## src/rtl/spi_pkg.sv

```systemverilog
// spi_pkg: command encodings, frame sizes and master FSM states shared by the SPI master and slave.
package spi_pkg;

    localparam logic [1:0] CMD_WR_ADDR = 2'b00;
    localparam logic [1:0] CMD_WR_DATA = 2'b01;
    localparam logic [1:0] CMD_RD_ADDR = 2'b10;
    localparam logic [1:0] CMD_RD_DATA = 2'b11;

    localparam int FRAME_BITS = 10;
    localparam int RX_BITS    = 8;

    typedef enum logic [2:0] {
        IDLE,
        SELECT,
        ROUTE,
        SHIFT,
        TURN,
        RECV,
        GAP_WAIT
    } state_e;

endpackage

```

## src/rtl/spi_master.sv

```systemverilog
// spi_master: turns valid/ready commands into framed SPI transfers on the shared system clock.
module spi_master #(
    parameter int TURNAROUND = 2,
    parameter int GAP        = 1
) (
    input  logic       clk,
    input  logic       rst_n,
    input  logic       cmd_valid,
    output logic       cmd_ready,
    input  logic [1:0] cmd_type,
    input  logic [7:0] cmd_data,
    output logic       rsp_valid,
    output logic [7:0] rsp_data,
    output logic       busy,
    output logic       SS_n,
    output logic       MOSI,
    input  logic       MISO
);
    import spi_pkg::*;

    state_e                  state_q, state_d;
    logic [3:0]              cnt_q, cnt_d;
    logic [FRAME_BITS-1:0]   tx_q, tx_d;
    logic [RX_BITS-1:0]      rx_q, rx_d;
    logic                    is_rd_q, is_rd_d;
    logic                    ss_n_q, ss_n_d;
    logic                    mosi_q, mosi_d;
    logic                    ready_q, ready_d;
    logic                    rsp_valid_q, rsp_valid_d;
    logic [RX_BITS-1:0]      rsp_data_q, rsp_data_d;
    logic                    busy_q, busy_d;

    // Outputs are computed from the next state so SS_n/MOSI/cmd_ready are plain flops.
    always_comb begin
        state_d     = state_q;
        cnt_d       = cnt_q;
        tx_d        = tx_q;
        rx_d        = rx_q;
        is_rd_d     = is_rd_q;
        mosi_d      = 1'b0;
        rsp_valid_d = 1'b0;
        rsp_data_d  = rsp_data_q;
        busy_d      = busy_q;
        case (state_q)
            IDLE: if (cmd_valid && ready_q) begin
                state_d = SELECT;
                tx_d    = {cmd_type, cmd_data};
                is_rd_d = (cmd_type == CMD_RD_DATA);
                busy_d  = 1'b1;
            end
            SELECT: begin
                state_d = ROUTE;
                mosi_d  = tx_q[FRAME_BITS-1];
            end
            ROUTE: begin
                state_d = SHIFT;
                cnt_d   = 4'(FRAME_BITS - 1);
                mosi_d  = tx_q[FRAME_BITS-1];
            end
            SHIFT: if (cnt_q == 4'd0) begin
                state_d = is_rd_q ? TURN : GAP_WAIT;
                cnt_d   = is_rd_q ? 4'(TURNAROUND - 1) : 4'(GAP - 1);
            end else begin
                cnt_d  = cnt_q - 4'd1;
                tx_d   = tx_q << 1;
                mosi_d = tx_q[FRAME_BITS-2];
            end
            TURN: if (cnt_q == 4'd0) begin
                state_d = RECV;
                cnt_d   = 4'(RX_BITS - 1);
            end else begin
                cnt_d = cnt_q - 4'd1;
            end
            RECV: begin
                rx_d = {rx_q[RX_BITS-2:0], MISO};
                if (cnt_q == 4'd0) begin
                    state_d     = GAP_WAIT;
                    cnt_d       = 4'(GAP - 1);
                    rsp_valid_d = 1'b1;
                    rsp_data_d  = {rx_q[RX_BITS-2:0], MISO};
                end else begin
                    cnt_d = cnt_q - 4'd1;
                end
            end
            GAP_WAIT: if (cnt_q == 4'd0) begin
                state_d = IDLE;
                busy_d  = 1'b0;
            end else begin
                cnt_d = cnt_q - 4'd1;
            end
            default: begin
                state_d = GAP_WAIT;
                cnt_d   = 4'(GAP - 1);
            end
        endcase
        ss_n_d  = (state_d == IDLE) || (state_d == GAP_WAIT);
        ready_d = (state_d == IDLE);
    end

    // Reset restarts a full gap so the slave always sees SS_n high for GAP clocks.
    always_ff @(posedge clk or negedge rst_n) begin
        if (!rst_n) begin
            state_q     <= GAP_WAIT;
            cnt_q       <= 4'(GAP - 1);
            tx_q        <= '0;
            rx_q        <= '0;
            is_rd_q     <= 1'b0;
            ss_n_q      <= 1'b1;
            mosi_q      <= 1'b0;
            ready_q     <= 1'b0;
            rsp_valid_q <= 1'b0;
            rsp_data_q  <= '0;
            busy_q      <= 1'b0;
        end else begin
            state_q     <= state_d;
            cnt_q       <= cnt_d;
            tx_q        <= tx_d;
            rx_q        <= rx_d;
            is_rd_q     <= is_rd_d;
            ss_n_q      <= ss_n_d;
            mosi_q      <= mosi_d;
            ready_q     <= ready_d;
            rsp_valid_q <= rsp_valid_d;
            rsp_data_q  <= rsp_data_d;
            busy_q      <= busy_d;
        end
    end

    assign cmd_ready = ready_q;
    assign rsp_valid = rsp_valid_q;
    assign rsp_data  = rsp_data_q;
    assign busy      = busy_q;
    assign SS_n      = ss_n_q;
    assign MOSI      = mosi_q;

endmodule

```

## config.mk

```make
export PLATFORM = sky130hd
export DESIGN_NAME = spi_master
export DESIGN_NICKNAME = d
export VERILOG_FILES = /design/src/rtl/spi_pkg.sv /design/src/rtl/spi_master.sv
export SDC_FILE = /design/constraint.sdc
export NUM_CORES = 1
export LEC_CHECK = 0
export BUFFER_PORTS_ARGS = -buffer_cell sky130_fd_sc_hd__buf_2
export CORE_ASPECT_RATIO = 0.6
export CORE_MARGIN = 8
export CORE_UTILIZATION = 59
export CTS_CLUSTER_SIZE = 24
export DETAILED_ROUTE_END_ITERATION = 6
export HOLD_SLACK_MARGIN = 0.15
export PLACE_DENSITY = 0.78
export SKIP_LAST_GASP = 1
export SYNTH_ARGS = -nofsm -noshare
export SYNTH_HDL_FRONTEND = slang
export SYNTH_SLANG_ARGS = --single-unit
```

## constraint.sdc

```tcl
create_clock -name clk -period 4.01 [get_ports clk]
set_input_delay 0.2005 -clock clk [delete_from_list [all_inputs] [get_ports clk]]
set_output_delay 0.2005 -clock clk [all_outputs]
set_load 0.01 [all_outputs]
```

Yosys cells after proc, flatten, opt, wreduce, memory -nomap -nowiden --
Cells that the tools add are included.
Cells by class: reduce and logical (&&, ||, !) cells 14, add/sub/neg operators 1, mux-type cells 23, equality and inequality tests 12, bitwise gates (word level) 1
Operator list (count):
- $pmux 4 s6 | 1
- $pmux 3 s7 | 1
- $mux 10 | 2
- $pmux 10 s2 | 1
- $mux 4 | 4
- $mux 3 | 5
- $eq 3x3->1 const B | 4
- $ne 2x2->1 const B | 4
- $eq 3x2->1 const B | 2
- $logic_not 3->1 | 2
- $mux 1 | 6
- $reduce_and 2->1 | 3
- $reduce_and 3->1 | 2
- $logic_not 4->1 | 1
- $pmux 1 s2 | 2
- $reduce_bool 2->1 | 2
- $reduce_or 2->1 | 2
- $sub 4x1->4 const B | 1
- $eq 3x1->1 const B | 1
- $eq 2x2->1 const B | 1
- $mux 2 | 1
- $logic_and 1x1->1 | 1
- $logic_or 1x1->1 | 1
- $not 1->1 | 1
Storage, ports and cells: output and inout port bits 13, input bits 14, register bits after elaboration 38, word-level logic and storage cells 62

Depth between registers and ports, before layout --
Gate-level depths: netlist (run 1).
depth in word-level cells 5, depth in mapped cells 7, depth with buffers taken out 6

Worst setup path before layout (run 1) --
Ideal clock, no wire load.
kind register to register, start point register cnt_q[0], end point register rsp_data_q[0], in the netlist rsp_data[0], data arrival time 1.616 ns, path slack 2.269 ns, period minus slack after synthesis 1.741 ns, stages on the path, launching flop included 7, path through dfrtp_1 > inv_1 > ha_1 > or3b_1 > buf_6 > nor2_8 > mux2_2
Between the ends: longest elaborated chain between the ends 2
Ends and longest elaborated chain:
- start: declaration | RTL line spi_master.sv:22 | logic [3:0] cnt_q, cnt_d;
- start signal: assignment | RTL line spi_master.sv:104 | cnt_q <= 4'(GAP - 1);
- start signal: assignment | RTL line spi_master.sv:116 | cnt_q <= cnt_d;
- $logic_not 4->1 | RTL line spi_master.sv:76 | if (cnt_q == 4'd0) begin
- $reduce_and 2->1 (no line)
- end signal: assignment | RTL line spi_master.sv:124 | rsp_data_q <= rsp_data_d;
- end: declaration | RTL line spi_master.sv:30 | logic [RX_BITS-1:0] rsp_data_q, rsp_data_d;
Every way passes these cells. A chain may end at the register's enable or synchronous reset.

Final worst setup path (run 1) --
start point register cnt_q[0], end point register rsp_data_q[2], in the netlist rsp_data[2]
Same word-level chain as after synthesis.

==> results.sh, run 1 <==
export IMPL_status="completed"
export IMPL_grt_max_degree=39
export IMPL_crit_fanout=9
export IMPL_fin_crit_ns=2.05
export IMPL_fin_setup_tns_ns=0
export IMPL_pin_count=27
export IMPL_static_leakage_power_nw=1.01
export IMPL_async_flop_share_pct=100
export IMPL_worstRegToRegCells=5
export IMPL_postRouteAntennaNets=0
export IMPL_peakVddDrop_mv=0.431
export IMPL_drt_iter0_markers=165
export IMPL_cts_setup_buffers=0
export IMPL_std_cell_rows=15
export IMPL_total_power_mw=1.58
export IMPL_cts_resized_gates=0
export IMPL_rrSetupSlack_ns=1.96
export IMPL_htreeDepth=2
export IMPL_grt_pass1_vias=1270
export IMPL_route_vias_total=1314
export IMPL_fin_skew_ns=0.0106
export IMPL_grt_ovfl_total=0
export IMPL_die_h_um=58.0
export IMPL_synth_top_area_cell="dfrtp_1"
export IMPL_crit_path_end="rsp_data[2]"
export IMPL_synth_seq_area_share_pct=55.1
export IMPL_synthTopCellsByArea="dfrtp_1 51%, mux2_2 9.7%, a21oi_1 4.9%"
export IMPL_setup_violations_final=0
export IMPL_final_util_pct=71.3
export IMPL_fmax_ghz=0.487
export IMPL_antenna_found_initial=1
export IMPL_cts_root_buffer="clkbuf_8"
export IMPL_synth_nets=170
export IMPL_cp_required_ns=4.19
export IMPL_synth_edff_count=0
export IMPL_ys_seq_elements=38
export IMPL_hold_path_class="input pin to flip-flop"
export IMPL_crit_start="cnt_q[0]"
export IMPL_drc=0
export IMPL_areaGrowthSynthToFinish_pct=16.6
export IMPL_hpwlAfterDp_um=2530
export IMPL_clk_path_buf_depth=2
export IMPL_tightest_slew_ns=0.819
export IMPL_r2r_end="rsp_data[2]"
export IMPL_drv_cap=0
export IMPL_yosys_warnings=0
export IMPL_drt_first_pass_iters=4
export IMPL_startpoint_type="flip-flop"
export IMPL_end_kind="flip-flop"
export IMPL_gp_congestion=0.903
export IMPL_synth_ff_type="dfrtp_1"
export IMPL_reg2reg_from="cnt_q[0]"
export IMPL_yosys_area_top_type_share_pct=50.5
export IMPL_grt_pass1_wl_um=6270
export IMPL_grtUsageTotal_pct=16.2
export IMPL_fin_crit_sh_pct=51.2
export IMPL_layout_drive_gt1_share_pct=31.7
export IMPL_die_area_um2=4990
export IMPL_start_util_pct=61.2
export IMPL_power_density_nw_per_um2=784
export IMPL_numCtsBuffers=5
export IMPL_cp_arrival_ns=2.23
export IMPL_yosysUniqueCellTypes=37
export IMPL_core_um2=2830
export IMPL_clock_sinks=38
export IMPL_insertion_delay_ns=0.29
export IMPL_critPathKind="flip-flop to flip-flop"
export IMPL_wl_per_cell_um=16.9
export IMPL_synth_cell_area_um2=1730
export IMPL_rsz0062_at_grt="no"
export IMPL_clkSlewWorstSetupHoldPaths_ns=0.08
export IMPL_hold_viol=0
export IMPL_cts_tree="done"
export IMPL_finalMaxSlewViolations=0
export IMPL_die_w_um=86.0
export IMPL_wirelength_um=3810
export IMPL_fin_nets=197
export IMPL_syn_avg_cell_area_um2=11.2
export IMPL_slew_headroom_pct=45.4
export IMPL_vias_per_cell=5.81
export IMPL_io_buffers=26
export IMPL_netlist_instances=155
## power by group
part	internal [mW]	switching [mW]
logic	0.230	0.321
registers	0.515	0.131
clock network	0.249	0.139
## layout by cell type, fill, tap and decap left out, types with 2 or more instances in the layout
cell	n
nor2_1	5
mux2_2	15
a21oi_1	17
dfstp_2	3
dfrtp_1	35
nor3_1	5
o22ai_1	9
o21ai_0	8
dlygate4sd3_1	2
inv_1	13
clkbuf_8	5
a31oi_1	4
nand2_1	8
o21a_1	3
bufinv_16	2
buf_2	26
## cells by family after synthesis
group                      share of synthesized area (%)
DFF                                                 55.1
AOI/OAI and AO/OA                                   18.5
adders and majority gates                          0.721
and+or+nand+nor                                     9.96
buffers and inverters                               5.99
muxes                                               9.74
## per-stage QoR
step / hold WS (ns) / cell area [um^2] / instances / setup WS, ns
3_5_place_dp: 0.335 / 1860 / 215 / 1.98
6_report: 0.160 / 2020 / 226 / 1.96
2_1_floorplan: -0.0951 / 1730 / 155 / 2.27
3_3_place_gp: 0.328 / 1860 / 215 / 2.09
5_1_grt: 0.160 / 2020 / 226 / 1.85
4_1_cts: 0.152 / 2020 / 225 / 1.97
## critical path: stages (launching register included)
cell and delay (ns):
dfrtp_1 0.40, inv_1 0.09, ha_1 0.21, or3b_1 0.59, nor2_8 0.28, mux2_2 0.38
## what timing repair did
| item | CTS | global route |
|---|---|---|
| hold buffers | 2 | 0 |
| setup endpoints to repair | 0 | 0 |
| endpoints found under the hold margin | 36 | 0 |
## sequential cells by signal, summed over array words and instances, names as in the netlist
| register | count |
|---|---|
| tx_q | 10 |
| rsp_data | 8 |
| rx_q | 7 |
| cnt_q | 4 |
| state_q | 3 |
| MOSI | 1 |
| SS_n | 1 |
| busy | 1 |
| cmd_ready | 1 |
| is_rd_q | 1 |
| rsp_valid | 1 |
## cell usage after synthesis, types with 2 or more instances
| cell | count |
|---|---|
| o21a_1 | 3 |
| nor3_1 | 5 |
| dfrtp_1 | 35 |
| buf_6 | 2 |
| a31oi_1 | 4 |
| a21oi_1 | 17 |
| mux2_2 | 15 |
| o21ai_0 | 8 |
| dfstp_2 | 3 |
| inv_1 | 13 |
| nor2_1 | 5 |
| nand2_1 | 8 |
| clkbuf_1 | 5 |
| o22ai_1 | 9 |
## metal layers
metal  GRT usage [%]  up-vias  wire length [um]
met2            24.8       52              1840
met4            6.44        0                25
met3            4.79        3               200
li1                -      615                 -
met1            21.0      644              1750
met5               0        -                 0
## worst min-delay path by stage
stage	start	end	slack, ns	cells after the start
final	MISO	rsp_data[0]	0.16	2
after global routing	MISO	rsp_data[0]	0.16	2
after CTS	MISO	rsp_data[0]	0.15	2
after detailed placement	rst_n	tx_q[2]	0.34	1
after global placement	rst_n	tx_q[2]	0.33	1
after floorplan	rst_n	MOSI	-0.1	0
## cell type report
type	count	area (um^2)
timing repair buffer	28	150
multi-input combinational	96	676
tap	42	52.6
clock buffer	5	68.8
fill	200	812
antenna	1	2.50
clock inverter	3	68.8
sequential	38	955
inverter	13	48.8
No activity file was read; power rests on OpenSTA's default activity.
==> run 2: changes to the inputs <==
--- a/config.mk
+++ b/config.mk
@@ -8,11 +8,11 @@
 export BUFFER_PORTS_ARGS = -buffer_cell sky130_fd_sc_hd__buf_2
 export CORE_ASPECT_RATIO = 0.6
 export CORE_MARGIN = 8
-export CORE_UTILIZATION = 59
+export CORE_UTILIZATION = 50
 export CTS_CLUSTER_SIZE = 24
 export DETAILED_ROUTE_END_ITERATION = 6
 export HOLD_SLACK_MARGIN = 0.15
-export PLACE_DENSITY = 0.78
+export PLACE_DENSITY = 0.7
 export SKIP_LAST_GASP = 1
 export SYNTH_ARGS = -nofsm -noshare
 export SYNTH_HDL_FRONTEND = slang
==> constraint.sdc (replaced) <==
create_clock -name clk -period 1.72 [get_ports clk]
set_input_delay 0.086 -clock clk [delete_from_list [all_inputs] [get_ports clk]]
set_output_delay 0.086 -clock clk [all_outputs]
set_load 0.01 [all_outputs]
==> run 2 against run 1 <==
The flow now finishes with violations (setup timing). Non-clock buffer count is 31 higher. Final cell count is 15% higher. Design area is 16% higher. Wire length is 14% higher. Critical path depth stayed put. Critical path type unchanged. Largest cell class unchanged.
==> results.sh, run 2 (synthesis results as in run 1) <==
export IMPL_drt_first_pass_iters=4
export IMPL_fin_crit_sh_pct=101
export IMPL_start_util_pct=52.8
export IMPL_clock_sinks=38
export IMPL_crit_family="simple AND/OR/NAND/NOR gates"
export IMPL_drc=0
export IMPL_die_w_um=92.0
export IMPL_grt_pass1_vias=1354
export IMPL_n_antenna_cell=0
export IMPL_cts_tree="done"
export IMPL_static_leakage_power_nw=1.15
export IMPL_fin_skew_ns=0.00890
export IMPL_rsz0062_at_grt="yes"
export IMPL_io_buffers=26
export IMPL_cp_arrival_ns=1.92
export IMPL_fmax_ghz=0.574
export IMPL_power_density_nw_per_um2=1690
export IMPL_numCtsBuffers=5
export IMPL_violations="setup timing"
export IMPL_grtUsageTotal_pct=15.2
export IMPL_cts_root_buffer="clkbuf_8"
export IMPL_fin_crit_ns=1.74
export IMPL_wirelength_um=4340
export IMPL_slowest_delay_ns=0.46
export IMPL_clk_path_buf_depth=2
export IMPL_core_um2=3280
export IMPL_status="finished, violations left"
export IMPL_final_common_cell="dfrtp_1"
export IMPL_fin_area_um2=2350
export IMPL_std_cell_rows=16
export IMPL_htreeDepth=2
export IMPL_drv_cap=0
export IMPL_insertion_delay_ns=0.30
export IMPL_vias_per_cell=5.52
export IMPL_crit_slowest_cell="or3b_4"
export IMPL_areaGrowthSynthToFinish_pct=35.4
export IMPL_slew_headroom_pct=68.6
export IMPL_fin_nets=230
export IMPL_largest_register="tx_q"
export IMPL_cp_num_buf_inv=1
export IMPL_finalMaxSlewViolations=0
export IMPL_clkSlewWorstSetupHoldPaths_ns=0.08
export IMPL_grt_max_degree=39
export IMPL_hold_path_class="input pin to flip-flop"
export IMPL_die_area_um2=5670
export IMPL_critPathKind="flip-flop to flip-flop"
export IMPL_grt_pass1_wl_um=6710
export IMPL_fin_ws_ns=-0.0214
export IMPL_largest_reg_flops=10
export IMPL_cp_required_ns=1.90
export IMPL_antenna_found_initial=0
export IMPL_cp_cell_sequence="inv_2 -> ha_4 -> or3b_4 -> nor2_8 -> mux2_4"
export IMPL_die_h_um=61.6
export IMPL_total_power_mw=3.97
export IMPL_dpl_instance_area_um2=1980
export IMPL_grt_ovfl_total=0
export IMPL_hpwlAfterDp_um=2610
export IMPL_end_kind="flip-flop"
export IMPL_startpoint_type="flip-flop"
export IMPL_pin_count=27
export IMPL_hold_viol=0
export IMPL_wl_per_cell_um=16.6
export IMPL_layout_drive_gt1_share_pct=40.3
export IMPL_setup_violations_final=5
export IMPL_n_fill_cell=232
export IMPL_preCtsSetupSlack_ns=-0.169
export IMPL_mostFrequentLayoutCells="35 x dfrtp_1, 26 x buf_2, 20 x buf_4, 17 x a21oi_1, 12 x dlygate4sd3_1"
export IMPL_postRouteAntennaNets=0
export IMPL_crit_fanout=6
export IMPL_route_vias_total=1441
export IMPL_peakVddDrop_mv=0.951
export IMPL_tightest_slew_ns=0.471
export IMPL_drt_iter0_markers=118
export IMPL_gp_congestion=0.952
run 2: final timing paths:
| kind | start | to | slack [ns] | depth (start not counted) |
|---|---|---|---|---|
| max in group asynchronous | rst_n | state_q[2] | 1.00 | 3 |
| hold / removal | cmd_valid | busy | 0.26 | 4 |
| hold reg to reg | tx_q[0] | tx_q[0] | 0.51 | 1 |
| setup reg to reg | cnt_q[1] | rsp_data[6] | -0.02 | 5 |
| min in group asynchronous | rst_n | tx_q[2] | 0.36 | 3 |
| setup / recovery | cnt_q[1] | rsp_data[6] | -0.02 | 5 |
run 2: cell type report:
| class | count | area (um^2) | share of cell area (%) |
|---|---|---|---|
| Sequential cell | 38 | 955 | 40.7 |
| Multi-Input combinational cell | 98 | 781 | 33.3 |
| Timing Repair Buffer | 59 | 412 | 17.5 |
| Clock buffer | 6 | 82.6 | 3.52 |
| Tap cell | 45 | 56.3 | 2.40 |
| Inverter | 13 | 48.8 | 2.08 |
| Clock inverter | 2 | 12.5 | 0.533 |
run 2: power by group:
part           internal, mW  switching [mW]
sequential             1.20           0.226
clock                 0.322           0.323
combinational         0.873            1.03
total                  2.40            1.58
run 2: routing by layer:
layer | vias to the layer above | wire length, um | GRT usage (%)
li1 | 681 | - | -
met1 | 700 | 2080 | 19.8
met2 | 50 | 1890 | 22.6
met3 | 10 | 300 | 5.35
met4 | 0 | 70 | 6.36
met5 | - | 0 | 0
run 2: repair_timing:
action,CTS,global route
setup buffers,1,5
endpoints found under the hold margin,48,0
pin swaps,1,6
gates resized for setup,4,16
setup endpoints to repair,21,22
hold buffers,12,0
cloned,1,1
run 2: stage by stage:
| stage | instances | util, % | hold slack [ns] | TNS, ns |
|---|---|---|---|---|
| finish | 261 | 71.5 | 0.263 | -0.0899 |
| global placement | 233 | 60.3 | 0.153 | -1.53 |
| detailed placement | 233 | 60.3 | 0.154 | -2.50 |
| global route | 261 | 71.5 | 0.279 | -0.314 |
| floorplan | 155 | - | -0.210 | 0 |
| CTS | 255 | 67.9 | 0.371 | -0.0473 |
run 2: worst register-to-register path: cells and delay by family (launching register included):
kind / cells / cell delay (ns)
and+or+nand+nor: 2 / 0.69
adders and majority gates: 1 / 0.13
muxes: 1 / 0.32
buffers and inverters: 1 / 0.09
DFF: 1 / 0.39
==> run 3: changes to the inputs <==
--- a/config.mk
+++ b/config.mk
@@ -5,7 +5,8 @@
 export SDC_FILE = /design/constraint.sdc
 export NUM_CORES = 1
 export LEC_CHECK = 0
-export BUFFER_PORTS_ARGS = -buffer_cell sky130_fd_sc_hd__buf_2
+export ABC_AREA = 1
+export BUFFER_PORTS_ARGS = -buffer_cell sky130_fd_sc_hd__buf_4
 export CORE_ASPECT_RATIO = 0.6
 export CORE_MARGIN = 8
 export CORE_UTILIZATION = 50
==> run 3 against run 2 <==
The run now ends clean. Die area rose by 4.4%. Synthesized cell count rose by 39%. Via count rose by 2.3%. Combinational power barely moved. Fmax rose by 10%. Final cell count rose by 16%. Register-to-register slack improved by 0.16 ns. First-iteration DRC count fell by 22%. Design area fell by 4.5%. Area after synthesis rose by 5.6%. Wire length fell by 16%. Sequential cell count did not move. Largest power group unchanged. Highest routed layer unchanged.
==> results.sh, run 3 <==
export IMPL_drv_cap=0
export IMPL_yosys_warnings=0
export IMPL_grt_pass1_vias=1298
export IMPL_synth_xor_area_share_pct=0.478
export IMPL_grt_pass1_wl_um=6250
export IMPL_syn_avg_cell_area_um2=8.52
export IMPL_fmax_ghz=0.634
export IMPL_tightest_slew_ns=0.471
export IMPL_preCtsSetupSlack_ns=0.204
export IMPL_drt_iter0_markers=92
export IMPL_die_h_um=62.9
export IMPL_synth_area_mux_share_pct=0
export IMPL_synthTopCellsByArea="dfrtp_1 48%, nand2_1 15%, dfstp_2 4.3%"
export IMPL_drt_first_pass_iters=4
export IMPL_static_leakage_power_nw=1.16
export IMPL_r2r_end="SS_n"
export IMPL_fin_nets=270
export IMPL_crit_cells=8
export IMPL_fin_crit_sh_pct=91.8
export IMPL_worstRegToRegCells=8
export IMPL_fin_skew_ns=0.00293
export IMPL_dpl_instance_area_um2=2040
export IMPL_hold_path_class="input pin to flip-flop"
export IMPL_insertion_delay_ns=0.28
export IMPL_cts_root_buffer="clkbuf_8"
export IMPL_fin_ws_ns=0.142
export IMPL_synth_simple_gate_area_share_pct=29.7
export IMPL_slew_headroom_pct=68.6
export IMPL_final_common_cell="nand2_1"
export IMPL_crit_path_end="SS_n"
export IMPL_synth_seq_area_share_pct=52.1
export IMPL_postRouteAntennaNets=0
export IMPL_synth_compound_area_share_pct=8.88
export IMPL_clock_sinks=38
export IMPL_synth_cell_area_um2=1830
export IMPL_grtUsageTotal_pct=13.2
export IMPL_startpoint_type="flip-flop"
export IMPL_wirelength_um=3640
export IMPL_mostFrequentLayoutCells="71 x nand2_1, 35 x dfrtp_1, 28 x buf_4, 21 x inv_1, 17 x nor2_1"
export IMPL_synth_top_area_cell="dfrtp_1"
export IMPL_gp_congestion=0.882
export IMPL_crit_fanout=10
export IMPL_grt_max_degree=39
export IMPL_largest_reg_flops=10
export IMPL_cts_setup_buffers=0
export IMPL_yosysUniqueCellTypes=29
export IMPL_yosys_area_top_type_share_pct=47.8
export IMPL_wl_per_cell_um=12.1
export IMPL_status="completed"
export IMPL_die_w_um=94.1
export IMPL_finalMaxSlewViolations=0
export IMPL_hpwlAfterDp_um=2670
export IMPL_hold_viol=0
export IMPL_synth_ff_type="dfrtp_1"
export IMPL_layout_drive_gt1_share_pct=20.8
export IMPL_cp_num_buf_inv=2
export IMPL_clkSlewWorstSetupHoldPaths_ns=0.07
export IMPL_crit_slowest_cell="dfrtp_1"
export IMPL_end_kind="flip-flop"
export IMPL_synth_top_family_by_area="simple AND/OR/NAND/NOR gates"
export IMPL_async_flop_share_pct=100
export IMPL_n_antenna_cell=0
export IMPL_numCtsBuffers=5
export IMPL_areaGrowthSynthToFinish_pct=22.3
export IMPL_cp_required_ns=1.94
export IMPL_cp_cell_sequence="inv_1 -> ha_1 -> nand2_4 -> inv_2 -> nand2_1 -> o21ai_0 -> nand2_1 -> nand2_1"
export IMPL_synth_most_common_cell="nand2_1"
export IMPL_synth_commonest_cells="71 x nand2_1, 35 x dfrtp_1, 21 x inv_1"
export IMPL_rsz0062_at_grt="no"
export IMPL_critPathKind="flip-flop to flip-flop"
export IMPL_rrSetupSlack_ns=0.14
export IMPL_io_buffers=26
export IMPL_vias_per_cell=4.88
export IMPL_reg2reg_from="cnt_q[0]"
export IMPL_peakVddDrop_mv=1.04
export IMPL_htreeDepth=2
export IMPL_cp_arrival_ns=1.80
export IMPL_synth_nets=230
export IMPL_antenna_found_initial=0
export IMPL_setup_violations_final=0
export IMPL_crit_family="flip-flops"
export IMPL_die_area_um2=5920
export IMPL_whs_ns=0.191
export IMPL_netlist_instances=215
export IMPL_pin_count=27
export IMPL_std_cell_rows=17
export IMPL_crit_start="cnt_q[0]"
export IMPL_core_um2=3590
export IMPL_cp_common_cell="nand2_1"
export IMPL_drc=0
export IMPL_hold_depth=3
export IMPL_cts_tree="done"
export IMPL_clk_path_buf_depth=2
export IMPL_synth_edff_count=0
export IMPL_fin_crit_ns=1.58
export IMPL_power_density_nw_per_um2=1830
export IMPL_total_power_mw=4.10
export IMPL_synthAdderAreaFrac_pct=0.683
export IMPL_slowest_delay_ns=0.39
export IMPL_grt_ovfl_total=0
export IMPL_route_vias_total=1474
export IMPL_fin_area_um2=2240
export IMPL_fin_setup_tns_ns=0
export IMPL_largest_register="tx_q"
export IMPL_start_util_pct=51.0
export IMPL_ys_seq_elements=38
[run 3: cell types whose count changed after synthesis, sizes merged, moves of 4 or more]
cell,change
o22ai,-9
a31oi,+5
nand3,+9
o21ai,+11
a21oi,-17
nor2,+16
nor3,-4
clkbuf,-4
inv,+11
mux2,-15
nand2,+66
[run 3: stage by stage]
step | util [%] | cells
2_1_floorplan | - | 215
3_3_place_gp | 56.8 | 283
3_5_place_dp | 56.8 | 283
4_1_cts | 62.3 | 302
5_1_grt | 62.3 | 302
6_report | 62.3 | 302
[run 3: timing repair]
item / CTS / global route
resized for setup: 0 / 0
endpoints found under the hold margin: 51 / 0
hold buffers: 12 / 0
[run 3: how the worst min path moves through the flow]
stage,startpoint,to
2_1_floorplan,rst_n,MOSI
3_3_place_gp,rst_n,tx_q[3]
3_5_place_dp,rst_n,tx_q[3]
4_1_cts,cmd_valid,busy
5_1_grt,cmd_valid,busy
6_report,cmd_valid,busy
[run 3: routing by layer]
layer / global-route usage, % / part of all wire, % / up-vias
met4: 2.95 / 0.77 / 0
met5: 0 / 0 / -
met3: 5.16 / 6.4 / 5
met1: 20.1 / 54 / 665
li1: - / - / 760
met2: 16.4 / 39 / 44
[run 3: final cells by class]
class / instances / area (um^2)
Sequential cell: 38 / 955
Inverter: 24 / 90.1
Clock buffer: 5 / 68.8
Clock inverter: 2 / 10.0
Multi-Input combinational cell: 146 / 728
Tap cell: 47 / 58.8
Timing Repair Buffer: 40 / 330
Fill cell: 310 / 1350
[run 3: worst min-delay path, stage by stage]
cell and delay [ns]:
buf_4 0.11, nand4_2 0.15, nand2_1 0.08
[run 3: cells by family after synthesis]
group,Yosys count
AOI/OAI and AO/OA,29
buffers and inverters,31
adders and majority gates,1
xor gates and xnor gates,1
and+or+nand+nor,115
DFF,38
[run 3: report_power, final]
part | total [mW] | internal (mW) | leakage (nW) | switching, mW
Sequential | 1.66 | 1.35 | 0.453 | 0.316
Clock | 0.563 | 0.272 | 0.0438 | 0.291
Combinational | 1.87 | 0.753 | 0.659 | 1.12
